File: src/rtl/ddr_deserializer.sv
// ddr_deserializer
// Captures one sample on each clock edge, presents each posedge/negedge pair
// to a packing stage one posedge later, and packs valid samples (earliest in
// the least significant slot) into RATIO-sample words. A single output
// register holds completed words until the consumer takes them.
//
// Handshake: dout_valid_o means dout_o holds a complete word. The word is
// consumed at a posedge where dout_valid_o and dout_ready_i are both high.
// dout_o and dout_valid_o stay stable until then. A word that completes while
// the held word is not being consumed is dropped, and overflow_o latches
// until clear_i.
//
// WIDTH must be >= 1 and RATIO must lie in 2..8 (fill_o is 3 bits wide and at
// most one word can complete per posedge).
module ddr_deserializer #(
    parameter int WIDTH = 8,
    parameter int RATIO = 4
) (
    input  logic                     clock,
    input  logic                     reset_n,
    input  logic                     clear_i,
    input  logic                     slip_i,
    input  logic                     din_valid_i,
    input  logic [WIDTH-1:0]         din_i,
    output logic                     dout_valid_o,
    input  logic                     dout_ready_i,
    output logic [RATIO*WIDTH-1:0]   dout_o,
    output logic [2:0]               fill_o,
    output logic                     overflow_o
);

    // Edge capture registers (sample A on posedge, sample B on negedge).
    logic [WIDTH-1:0]       cap_a_q;
    logic                   cap_av_q;
    logic [WIDTH-1:0]       cap_b_q;
    logic                   cap_bv_q;

    // Pair stage: the pair captured in the previous cycle, packed this posedge.
    logic [WIDTH-1:0]       pair_a_q;
    logic                   pair_av_q;
    logic [WIDTH-1:0]       pair_b_q;
    logic                   pair_bv_q;

    // Packing and output state.
    logic [RATIO*WIDTH-1:0] acc_q, acc_d;
    logic [2:0]             fill_q, fill_d;
    logic                   slip_armed_q, slip_armed_d;
    logic [RATIO*WIDTH-1:0] dout_q, dout_d;
    logic                   dout_valid_q, dout_valid_d;
    logic                   overflow_q, overflow_d;

    // Packing-stage intermediate signals.
    logic                   drop_a;
    logic                   drop_b;
    logic [1:0]             smp_v;
    logic [2*WIDTH-1:0]     smp;
    logic                   word_done;
    logic [RATIO*WIDTH-1:0] word;

    // Posedge capture of sample A with its own valid.
    always_ff @(posedge clock or negedge reset_n) begin
        if (!reset_n) begin
            cap_a_q  <= '0;
            cap_av_q <= 1'b0;
        end else begin
            cap_a_q  <= din_i;
            cap_av_q <= din_valid_i;
        end
    end

    // Negedge capture of sample B with its own valid.
    always_ff @(negedge clock or negedge reset_n) begin
        if (!reset_n) begin
            cap_b_q  <= '0;
            cap_bv_q <= 1'b0;
        end else begin
            cap_b_q  <= din_i;
            cap_bv_q <= din_valid_i;
        end
    end

    // Move the completed A/B pair into the posedge domain as one unit.
    always_ff @(posedge clock or negedge reset_n) begin
        if (!reset_n) begin
            pair_a_q  <= '0;
            pair_av_q <= 1'b0;
            pair_b_q  <= '0;
            pair_bv_q <= 1'b0;
        end else begin
            pair_a_q  <= cap_a_q;
            pair_av_q <= cap_av_q;
            pair_b_q  <= cap_b_q;
            pair_bv_q <= cap_bv_q;
        end
    end

    // An armed slip eats the first valid sample of the pair: A if valid, else B.
    assign drop_a = slip_armed_q & pair_av_q;
    assign drop_b = slip_armed_q & ~pair_av_q & pair_bv_q;
    assign smp_v  = {pair_bv_q & ~drop_b, pair_av_q & ~drop_a};
    assign smp    = {pair_b_q, pair_a_q};

    // Append up to two samples in order; a full accumulator emits a word and
    // any remaining sample starts the next word at slot 0.
    always_comb begin
        int fill_n;
        acc_d     = acc_q;
        fill_n    = int'(fill_q);
        word_done = 1'b0;
        word      = '0;
        for (int i = 0; i < 2; i++) begin
            if (smp_v[i]) begin
                acc_d[fill_n*WIDTH +: WIDTH] = smp[i*WIDTH +: WIDTH];
                fill_n = fill_n + 1;
                if (fill_n == RATIO) begin
                    word_done = 1'b1;
                    word      = acc_d;
                    acc_d     = '0;
                    fill_n    = 0;
                end
            end
        end
        fill_d = fill_n[2:0];
    end

    // Output register, overflow flag, slip arming and clear priority.
    always_comb begin
        dout_d       = dout_q;
        dout_valid_d = dout_valid_q;
        overflow_d   = overflow_q;
        slip_armed_d = (slip_armed_q & ~(drop_a | drop_b)) | slip_i;
        if (dout_valid_q && dout_ready_i) begin
            dout_valid_d = 1'b0;
        end
        if (word_done) begin
            if (!dout_valid_q || dout_ready_i) begin
                dout_d       = word;
                dout_valid_d = 1'b1;
            end else begin
                overflow_d   = 1'b1;
            end
        end
        if (clear_i) begin
            dout_valid_d = 1'b0;
            overflow_d   = 1'b0;
            slip_armed_d = 1'b0;
        end
    end

    // State registers; clear flushes partial words and discards this pair.
    always_ff @(posedge clock or negedge reset_n) begin
        if (!reset_n) begin
            acc_q        <= '0;
            fill_q       <= '0;
            slip_armed_q <= 1'b0;
            dout_q       <= '0;
            dout_valid_q <= 1'b0;
            overflow_q   <= 1'b0;
        end else begin
            acc_q        <= clear_i ? '0 : acc_d;
            fill_q       <= clear_i ? '0 : fill_d;
            slip_armed_q <= slip_armed_d;
            dout_q       <= dout_d;
            dout_valid_q <= dout_valid_d;
            overflow_q   <= overflow_d;
        end
    end

    assign dout_o       = dout_q;
    assign dout_valid_o = dout_valid_q;
    assign fill_o       = fill_q;
    assign overflow_o   = overflow_q;

endmodule

File: config.mk
export PLATFORM = sky130hd
export DESIGN_NAME = ddr_deserializer
export DESIGN_NICKNAME = d
export VERILOG_FILES = /design/src/rtl/ddr_deserializer.sv
export SDC_FILE = /design/constraint.sdc
export NUM_CORES = 1
export LEC_CHECK = 0
export BUFFER_PORTS_ARGS = -buffer_cell sky130_fd_sc_hd__buf_4
export CORE_ASPECT_RATIO = 0.9
export CORE_UTILIZATION = 30
export DETAILED_ROUTE_END_ITERATION = 8
export PLACE_DENSITY = 0.45
export SYNTH_ARGS = -nofsm -noshare
export SYNTH_HDL_FRONTEND = slang
export SYNTH_SLANG_ARGS = --single-unit
File: constraint.sdc
create_clock -name clock -period 3.7 [get_ports clock]
set_clock_uncertainty 0.2 [all_clocks]
set_input_delay 0.185 -clock clock [delete_from_list [all_inputs] [get_ports clock]]
set_output_delay 0.185 -clock clock [all_outputs]
set_load 0.005 [all_outputs]
==> run metrics <==
cell count after placement 851; M2 GR Usage 33.3%; top_reg_cell synth dfrtp_1; top cell type's share of synthesized area 42.9%; core area 18,500 µm²; Fmax 0.288 GHz; ranking of synthesized cells by area dfrtp_1 43%, mux2_2 4.2%, dfrtn_1 4.0%, mux2i_1 3.9%, o21ai_0 3.4%; syn_nets 572; layout cells sized above 1 22.8%; vias 5,075; Tmin final 3470 ps; Util after Layout 37.9%; Netlist Area Pre-Place 5660 µm²; # rows 47; Startpoint Class flip-flop; vias in the first global route 5,111; LEAKAGE 3.09 nW; port bufs 50; largest net degree at the start of global routing 36; post-synthesis mux area share 8.06%; Chip Height 132 µm; H-tree levels 3; DRT Wirelength 19,700 µm; Post-synth EDFFs 0; Worst Path Class, Setup reg2reg; Reg2Reg Depth 13; WHS 120 ps; GRT Total Usage 21.0%; Netlist cell types 61; Clk Latency, worst-skew pair 370 ps; DRC 0; Die Wd 147 µm; fill cell count 1,861; GRT met1 Usage 28.9%; cell area after layout 7010 µm²; Overall Power 3.64 mW; crit-path max FO 8; Root Driver clkbuf_16; Initial DRT Pass Iterations 6; Placed Area 6550 µm²; Most Crowded Layer GR met2; post-synthesis sequential area ratio 46.8%; diode count 0; setup_tns 0 ps; Worst-Margin Slew 730 ps; Die Footprint 19,400 µm²; synthesis-to-layout area growth 23.7%; clk sinks 106; Final ANT Viol Nets 0; crit path capture type flip-flop; fin. max-slew vios 0; initial antenna violation count 0; Syn Inst Count 552; Simple-Gate Fraction of Synth Area 13.5%; top cells by count, synth 97 x dfrtp_1, 39 x nand2_1, 39 x o21ai_0; Hold Violations, Final 0; GR Util met3 3.25%; Seq cells post-synth 106; routed vias/inst 5.76; post-synth top area cell dfrtp_1; combinational family with the most area after synthesis compound AO/OA/AOI/OAI gates; register clock-pin slew on the reported worst setup and hold paths 90 ps; Critical Path RT 3760 ps; ys async rst share 100%; outcome completed; fin cells 881; I/O pins 51; global-route wire length before repair 30,600 µm; Worst slew margin 51.0%; starting DRC count in detailed routing 379; fin crit share 93.7%; storage element area 2650 µm²; Setup Viol. Count Final 0; Avg Cell Area, Syn 10.3 µm²; unrepaired setup endpoints after global routing false; total CTS buffers 9; Synth warnings 0; GRT overflow 0; Longest Clk Path Bufs 2; DP Wirelength 14,000 µm; routed len/inst 22.4 µm; RePlAce Congestion 0.908; area of the multi-input gates 2790 µm²; HP Class in2async; TritonCTS clock tree yes; Setup Slack @ Placement 193 ps; maxcap violations 0; Worst IR Drop VDD 349 µV; crit path DAT 3530 ps; compound-cell area share of the yosys netlist 25.8%; adder-cell area share of the yosys netlist 1.33%; initial core utilization 30.7%; P per Cell Area 519 nW/µm²; final setup margin 232 ps; count leader, synth dfrtp_1; layout net count 651; Post-Synth XOR/XNOR Area 0.155%
cell usage in the layout (no fill, tap or decap), types with 5 or more instances in the layout:
cell and instances:
o21ai_0 39, mux2i_1 22, dfrtp_1 97, dlygate4sd3_1 13
nand4_1 17, a21o_1 10, nand2b_1 8, mux2_2 21
o211ai_1 13, o31ai_1 5, inv_1 14, a22o_1 7
nand2_1 39, ha_1 6, nand3_1 8, o32ai_1 21
nor3_1 11, a32o_1 9, a32oi_1 8, a311oi_1 8
clkbuf_16 9, a221o_1 7, nor2b_1 6, nor2_1 32
buf_4 94, dfrtn_1 9, a21oi_1 18, a31oi_1 7
a211oi_1 12, o311ai_0 5
layout make-up:
class	instances	area share [%]
multi-input combinational	390	39.8
sequential	106	37.9
timing repair buffer	110	12.8
tap	245	4.38
clock buffer	9	3.21
clock inverter	7	1.18
inverter	14	0.750
power breakdown:
part	leakage [nW]	switching, mW	internal (mW)
registers	1.37	0.159	1.35
logic	1.58	0.578	0.548
clock network	0.148	0.517	0.486
total	3.09	1.25	2.39
routing by layer:
metal	up-vias	routed length (µm)
met4	0	468
met2	193	9090
met5	-	0
met1	2530	9100
li1	2310	-
met3	42	1060
path summary, 6_finish.rpt:
path / startpoint / end / slack (ps)
worst min-delay path: reset_n / cap_a_q[7] / 120
worst max-delay path: fill_o[1] / dout_o[26] / 230
worst max register to register: fill_o[1] / dout_o[26] / 230
max in group asynchronous: reset_n / cap_b_q[2] / 1080
worst min register to register: cap_a_q[5] / pair_a_q[5] / 150
min in group clock: cap_a_q[5] / pair_a_q[5] / 150
cells by family (layout without fill, tap and decap cells):
group / count (synthesis) / in the layout
adder cells (fa/ha/maj): 6 / 6
AO/OA/AOI/OAI: 194 / 194
multiplexers: 43 / 43
XOR/XNOR: 1 / 1
AND/OR/NAND/NOR: 146 / 146
flip-flops: 106 / 106
buffers and inverters: 56 / 140
state kept, by name, summed over array words and instances, names as in the netlist:
| signal | count |
|---|---|
| acc_q | 32 |
| cap_a_q | 8 |
| cap_av_q | 1 |
| cap_b_q | 8 |
| cap_bv_q | 1 |
| dout_o | 32 |
| dout_valid_o | 1 |
| fill_o | 3 |
| overflow_o | 1 |
| pair_a_q | 8 |
| pair_av_q | 1 |
| pair_b_q | 8 |
| pair_bv_q | 1 |
| slip_armed_q | 1 |
what timing repair did:
action | CTS | global route
setup buffers | 0 | 1
gates resized for setup | 0 | 4
hold endpoints to repair | 48 | 0
endpoints found under the setup margin | 0 | 27
hold buffers | 13 | 0
critical path: stages, from the launching register on:
cell and delay, ps:
dfrtp_1 490, ha_1 310, nor2b_1 330, nor3_2 80
nor2_1 150, inv_1 90, ha_1 250, a21boi_1 170
a21o_1 210, buf_4 150, nand3_1 290, buf_4 240
o32ai_1 90, a311oi_1 300
No activity file was read; power rests on OpenSTA's default activity.
